## config.mk

```make
export PLATFORM = sky130hd
export DESIGN_NAME = pmod_ad1_ggwp
export DESIGN_NICKNAME = d
export VERILOG_FILES = /design/src/rtl/pmod_ad1_ggwp.sv
export SDC_FILE = /design/constraint.sdc
export NUM_CORES = 1
export LEC_CHECK = 0
export CORE_UTILIZATION = 54
export DETAILED_ROUTE_END_ITERATION = 16
export PLACE_DENSITY = 0.78
export SYNTH_ARGS = -nofsm -noshare
export SYNTH_HDL_FRONTEND = slang
export SYNTH_SLANG_ARGS = --single-unit
```

## constraint.sdc

```tcl
create_clock -name CLK -period 3.2 [get_ports CLK]
set_input_delay 0.32 -clock CLK [delete_from_list [all_inputs] [get_ports CLK]]
set_output_delay 0.32 -clock CLK [all_outputs]
set_load 0.05 [all_outputs]
```

## src/rtl/pmod_ad1_ggwp.sv

```systemverilog
// rtl/pmod_ad1_ggwp.sv - dual-channel Pmod AD1 serial ADC master with 12.5 kHz SCLK and CS framing
// Optional ADC_MASK12_EN: clear bits [15:12] of both words when they are loaded.
module pmod_ad1_ggwp #(
  parameter int HALF_DIV  = 4000,
  parameter int QUIET_CYC = 1
) (
  input  logic        CLK,
  input  logic        RST,
  input  logic        dDATA1,
  input  logic        dDATA2,
  output logic [15:0] DATA1,
  output logic [15:0] DATA2,
  output logic        CS,
  output logic        CLK12_5K,
  output logic [7:0]  led
);

  localparam int DW = (HALF_DIV > 1) ? $clog2(HALF_DIV) : 1;
  localparam int QW = $clog2(QUIET_CYC + 1);

  typedef enum logic [1:0] {IDLE, SHIFT, DONE} state_t;

  state_t        state, state_next;
  logic [DW-1:0] div_cnt;
  logic [QW-1:0] quiet_cnt;
  logic [3:0]    bit_cnt;
  logic [15:0]   sr1, sr2;
  logic          wrap, rise_evt, fall_evt;
  logic          start_frame, shift_en, load_en, quiet_inc;

  // Events are decoded from the value CLK12_5K holds before it toggles.
  assign wrap     = (div_cnt == DW'(HALF_DIV - 1));
  assign rise_evt = wrap && !CLK12_5K;
  assign fall_evt = wrap && CLK12_5K;

  always_ff @(posedge CLK or posedge RST) begin
    if (RST) begin
      div_cnt  <= '0;
      CLK12_5K <= 1'b1;
    end else if (wrap) begin
      div_cnt  <= '0;
      CLK12_5K <= ~CLK12_5K;
    end else begin
      div_cnt  <= div_cnt + DW'(1);
    end
  end

  always_comb begin
    state_next  = state;
    start_frame = 1'b0;
    shift_en    = 1'b0;
    load_en     = 1'b0;
    quiet_inc   = 1'b0;
    case (state)
      IDLE: begin
        if (fall_evt) begin
          if (quiet_cnt == QW'(QUIET_CYC - 1)) begin
            start_frame = 1'b1;
            state_next  = SHIFT;
          end else begin
            quiet_inc = 1'b1;
          end
        end
      end
      SHIFT: begin
        if (rise_evt) begin
          shift_en = 1'b1;
          if (bit_cnt == 4'd15) state_next = DONE;
        end
      end
      DONE: begin
        if (fall_evt) begin
          load_en    = 1'b1;
          state_next = IDLE;
        end
      end
      default: state_next = IDLE;
    endcase
  end

  always_ff @(posedge CLK or posedge RST) begin
    if (RST) begin
      state     <= IDLE;
      CS        <= 1'b1;
      quiet_cnt <= '0;
      bit_cnt   <= '0;
      sr1       <= '0;
      sr2       <= '0;
      DATA1     <= '0;
      DATA2     <= '0;
    end else begin
      state <= state_next;
      if (quiet_inc) quiet_cnt <= quiet_cnt + QW'(1);
      if (start_frame) begin
        CS      <= 1'b0;
        bit_cnt <= '0;
      end
      if (shift_en) begin
        sr1     <= {sr1[14:0], dDATA1};
        sr2     <= {sr2[14:0], dDATA2};
        bit_cnt <= bit_cnt + 4'd1;
      end
      if (load_en) begin
`ifdef ADC_MASK12_EN
        DATA1 <= sr1 & 16'h0FFF;
        DATA2 <= sr2 & 16'h0FFF;
`else
        DATA1 <= sr1;
        DATA2 <= sr2;
`endif
        CS        <= 1'b1;
        quiet_cnt <= '0;
      end
    end
  end

  assign led = DATA1[11:4];

endmodule

```

# Word-level counts from Yosys, hierarchy flattened
# Index checks and enable logic that the tools add are counted.
dict set report totals {
  input_bits 4
  elab_cells 54
  out_inout_bits 42
  register_bits 85
}
dict set report classes {
  n_eq_ne 9
  reduce_logical 8
  mux 23
  bitwise_logic 1
  add_sub_neg 3
}
# op n
set ops {}
lappend ops {{$mux W1} 14}
lappend ops {{$add A12 B1 Y12 const B} 1}
lappend ops {{$eq A12 B12 Y1 const B} 1}
lappend ops {{$mux W12} 1}
lappend ops {{$mux W2} 5}
lappend ops {{$ne A2 B2 Y1 const B} 5}
lappend ops {{$mux W4} 2}
lappend ops {{$pmux W2 S3} 1}
lappend ops {{$reduce_bool A2 Y1} 3}
lappend ops {{$reduce_and A5 Y1} 1}
lappend ops {{$add A4 B1 Y4 const B} 1}
lappend ops {{$eq A4 B4 Y1 const B} 1}
lappend ops {{$eq A2 B1 Y1 const B} 1}
lappend ops {{$eq A2 B2 Y1 const B} 1}
lappend ops {{$logic_and A1 B1 Y1} 2}
lappend ops {{$logic_not A2 Y1} 1}
lappend ops {{$add A1 B1 Y1 const B} 1}
lappend ops {{$logic_not A1 Y1} 1}
lappend ops {{$not A1 Y1} 1}

# Longest topological paths before layout
dict set report logic_depth {
  ltp_word 6
  depth_mapped 8
  depth_no_buf 5
}

# Worst setup path before layout
# No wires, ideal clock.
dict set report synth_path {
  path_kind {reg2reg}
  start {register div_cnt[0]}
  end {register DATA1[10]}
  path_buffers 3
  synth_period_minus_slack_ps 2092
  slack_ps 1108
  setup_ps 125
  path_stages_with_launch 9
  arrival_ps 1968
  t_required_ps 3075
  cell_sequence {dfrtp_1 > ha_1 > and3_1 > and4_1 > clkbuf_1 > and3_1 > buf_2 > buf_4 > mux2_2}
}
dict set report synth_between {
  elab_chain_cells 4
}
# element line
set synth_lines {}
lappend synth_lines {{start, declared} 24} ;# logic [DW-1:0] div_cnt;
lappend synth_lines {{start signal, assigned} 44} ;# div_cnt <= div_cnt + DW'(1);
lappend synth_lines {{$eq A12 B12 Y1} 32} ;# assign wrap = (div_cnt == DW'(HALF_DIV - 1));
lappend synth_lines {{$logic_and A1 B1 Y1} 34} ;# assign fall_evt = wrap && CLK12_5K;
lappend synth_lines {{$mux W1} 72} ;# if (fall_evt) begin
lappend synth_lines {{$mux W1} 54} ;# case (state)
lappend synth_lines {{end signal, assigned} 108} ;# DATA1 <= sr1;
lappend synth_lines {{end, declared} 11} ;# output logic [15:0] DATA1,
# No other way between the ends.
# A chain may end at the register's enable or synchronous reset.

# Worst setup path after layout
dict set report layout_path {
  start {register div_cnt[0]}
  end {register DATA2[8]}
}
dict set report layout_between {
  elab_chain_cells 4
}
# element line
set layout_lines {}
lappend layout_lines {{$eq A12 B12 Y1} 32}
lappend layout_lines {{$logic_and A1 B1 Y1} 34}
lappend layout_lines {{$mux W1} 72}
lappend layout_lines {{$mux W1} 54}
lappend layout_lines {{end signal, assigned} 109} ;# DATA2 <= sr2;
lappend layout_lines {{end, declared} 12} ;# output logic [15:0] DATA2,
# No other way between the ends.

==> run summary <==
OUTCOME
--------------------------------------------------------------------------------------
Outcome ................................................................. finished clean

LOGIC SYNTHESIS
--------------------------------------------------------------------------------------
Distinct cell type count after synthesis ................................           42
Count of yosys warnings during synthesis ................................            0
Sequential element share of the synthesized area ........................       0.6033
Cell type contributing the most total cell area after synthesis .........      dfrtp_1
Post-synth EDFFs ........................................................            0
Yosys top cell area share ...............................................       0.5884
Number of instances in the synthesized netlist ..........................          250
Share of async-settable or async-resettable flops after synthesis .......        1.000
Main flop type after synthesis ..........................................      dfrtp_1
Cell area after synthesis ...............................................     3530 um2
Post-Syn Nets ...........................................................          256
Largest cells by area after synthesis ................................... dfrtp_1 59%, mux2_2 20%, buf_4 2.3%, dfstp_2 1.5%, buf_6 1.3%
Mean Syn Cell Area ......................................................    14.12 um2
Flip-flop and latch count after synthesis ...............................           85

GRT
--------------------------------------------------------------------------------------
Largest net degree at the start of global routing .......................           44
Number of global-route vias before repair ...............................         2063
Total congestion overflow after global routing ..........................            0
Global Route Usage Sum ..................................................       0.1860
Antenna violations before repair ........................................            0
First-pass GRT wire length ..............................................      9949 um

CLOCKING
--------------------------------------------------------------------------------------
TritonCTS clock tree ....................................................         done
Number of buffers added for setup after CTS .............................            0
Number of buffers on the longest clock path .............................            2
CTS HTree Levels ........................................................            3
Hold bufs inserted after CTS ............................................            0
Inserted Clock Buffers ..................................................            9
Total clock sinks .......................................................           85
Post-CTS Resized ........................................................            0
Root buf cell ...........................................................     clkbuf_8
Clock latency at the later pin of the worst-skew pair ...................       350 ps
Clock slew at the register clock pins of the worst setup and hold paths .        80 ps

TIMING
--------------------------------------------------------------------------------------
Max Transition Viols Final ..............................................            0
Final worst clock skew ..................................................     5.213 ps
Final setup violating endpoints .........................................            0
Transition at the pin with the smallest max-transition slack ............     733.6 ps
Minimum clock period ....................................................      2318 ps
Tcrit/Tclk final ........................................................       0.7243
Sum of negative setup slack .............................................         0 ps
Final count of hold timing violations ...................................            0
Highest Clock Rate ......................................................    431.4 MHz
Max transition margin ...................................................       0.5104
Final hold slack ........................................................     391.4 ps
Setup repair after global routing missed its margin .....................           no
Worst setup margin ......................................................     882.1 ps

DETAILED ROUTING
--------------------------------------------------------------------------------------
Drt drc .................................................................            0
Total detailed-routing wirelength .......................................      5845 um
Initial DRC Count .......................................................          174
Initial DRT Pass Iterations .............................................            4
Wire length per cell ....................................................     15.63 um
Vias post-DR ............................................................         2069
Final ANT Viol Nets .....................................................            0
Via density per instance ................................................        5.532

LAYOUT
--------------------------------------------------------------------------------------
Finished Cell Area ......................................................     4170 um2
N_diodes ................................................................            0
Area added between synthesis and finish .................................       18.15%
Post-layout utilization of the core .....................................       0.6605
Final #Nets .............................................................          298
Share of final-layout standard cells stronger than drive strength 1 .....       0.3064

POWER
--------------------------------------------------------------------------------------
Total leakage power .....................................................     1.992 nW
PwrDens ................................................................. 440.9 nW/um2
Maximum vdd drop ........................................................     353.4 uV

PLACED DESIGN
--------------------------------------------------------------------------------------
Worst-case setup slack after placement ..................................     898.6 ps
Post-DP HPWL ............................................................      3725 um
Instance area after placement ...........................................     3980 um2
Port bufs ...............................................................           45
GP Congestion ...........................................................       0.8195

SETUP PATH
--------------------------------------------------------------------------------------
Cell count of the worst reg-to-reg path .................................            6
Data required time at the worst endpoint ................................      3440 ps
Critical Path Sink Type .................................................     register
Data arrival at the endpoint of the critical path .......................      2560 ps
Highest net fanout along the worst path .................................           33
Most prevalent standard cell on the critical path .......................       and3_1
Flop2flop setup slack ...................................................       880 ps
Cell chain of the critical path ......................................... ha_1 -> and3_1 -> and4_1 -> and3_1 -> buf_4 -> mux2_2
Buf+Inv Stages, Crit Path ...............................................            1
Slowest cell delay on critical path .....................................       400 ps
Reg-to-Reg Start ........................................................   div_cnt[0]
Largest delay contributor family on the critical path ................... simple AND/OR/NAND/NOR gates
Element type at the critical path start .................................     register
Worst path slowest cell .................................................      dfrtp_1
Critical register-to-register path endpoint .............................     DATA2[8]
Type of the worst setup path ............................................ register to register

DIE
--------------------------------------------------------------------------------------
Starting Density ........................................................       0.5591
Die height ..............................................................     82.85 um
Width of the die ........................................................     82.85 um
# IOs ...................................................................           46
Core Rows ...............................................................           29
Core Area ...............................................................     6314 um2
Area of the die .........................................................     6863 um2

RUN
--------------------------------------------------------------------------------------
Maximum capacitance violations ..........................................            0

MIN PATH
--------------------------------------------------------------------------------------
Path type of the worst min-delay path ................................... primary input to asynchronous set/reset pin

## cells in the final DEF, fill, tap and decap left out, types with 2 or more instances in the layout
cell / count
a21oi_1: 2
nand2b_1: 4
xnor2_1: 4
nand4_1: 4
buf_4: 3
mux2_2: 64
and3_1: 2
clkinv_2: 4
dfstp_2: 2
nand3_1: 5
nor2_1: 9
inv_1: 6
a31oi_1: 2
o21ai_0: 7
nand2_1: 6
nor3_1: 3
nor2b_1: 2
clkbuf_8: 9
and4_1: 2
dfrtp_1: 83
clkdlybuf4s50_1: 45
xor2_1: 3
ha_1: 2
## layer usage
metal | global-route usage | share of wire | vias to the layer above
met5 | 0 | 0 | -
met4 | 0.1034 | 0.020 | 0
met3 | 0.04175 | 0.041 | 10
met2 | 0.2891 | 0.49 | 40
met1 | 0.2441 | 0.45 | 1053
li1 | - | - | 966
## layout make-up
type / count / area [um2]
Clock buffer: 10 / 127.6
Tap cell: 77 / 96.34
Clock inverter: 6 / 62.56
Timing Repair Buffer: 49 / 493.0
Multi-Input combinational cell: 140 / 1234
Sequential cell: 85 / 2130
Inverter: 7 / 27.53
Fill cell: 489 / 2143
## cell families (layout without fill, tap and decap cells)
group / after synthesis / count (layout) / share of synthesized area
xor gates and xnor gates: 7 / 7 / 0.01737
AOI/OAI and AO/OA: 19 / 19 / 0.03758
muxes: 65 / 65 / 0.2070
buffers and inverters: 25 / 72 / 0.04715
DFF: 85 / 85 / 0.6033
adders and majority gates: 2 / 2 / 0.007089
and+or+nand+nor: 47 / 47 / 0.08047
## power breakdown
| group | switching [mW] | internal, mW | total [mW] |
|---|---|---|---|
| clock | 0.379 | 0.361 | 0.740 |
| combinational | 0.0202 | 0.00583 | 0.0261 |
| sequential | 0 | 1.07 | 1.07 |
| total | 0.399 | 1.44 | 1.84 |
## worst max path at each step
stage | end | slack, ps | from | depth (start not counted)
4_1_cts | DATA2[8] | 870 | div_cnt[0] | 6
3_5_place_dp | DATA2[8] | 900 | div_cnt[0] | 6
5_1_grt | DATA1[0] | 710 | div_cnt[0] | 6
2_1_floorplan | DATA1[0] | 690 | RST | 1
3_3_place_gp | DATA2[10] | 970 | div_cnt[0] | 6
6_report | DATA2[8] | 880 | div_cnt[0] | 6
## cell usage after synthesis (2+ instances only)
master and number:
o21ai_0 7, xnor2_1 4, xor2_1 3, mux2_2 64, nand2_1 6, clkbuf_1 2, inv_1 7, dfrtp_1 83
ha_1 2, dfstp_2 2, nor2_1 9, buf_6 4, nand2b_1 4, a31oi_1 2, nor2b_1 2, a21oi_1 2
nor3_1 3, nand3_1 5, nand4_1 4, buf_4 11, and4_1 2, and3_1 2
## metrics by stage
step | instances | power [mW]
finish | 374 | 1.839
global route | 374 | 1.908
CTS | 374 | 1.861
detailed placement | 358 | 1.123
global placement | 358 | 1.122
floorplan | 250 | 1.110
## state kept, by name, summed over array words and instances, names as in the netlist
register / cells
CLK12_5K: 1
sr2: 16
CS: 1
bit_cnt: 4
quiet_cnt: 1
DATA2: 16
div_cnt: 12
sr1: 16
DATA1: 16
state: 2
Power figures use the tool's default switching activity.
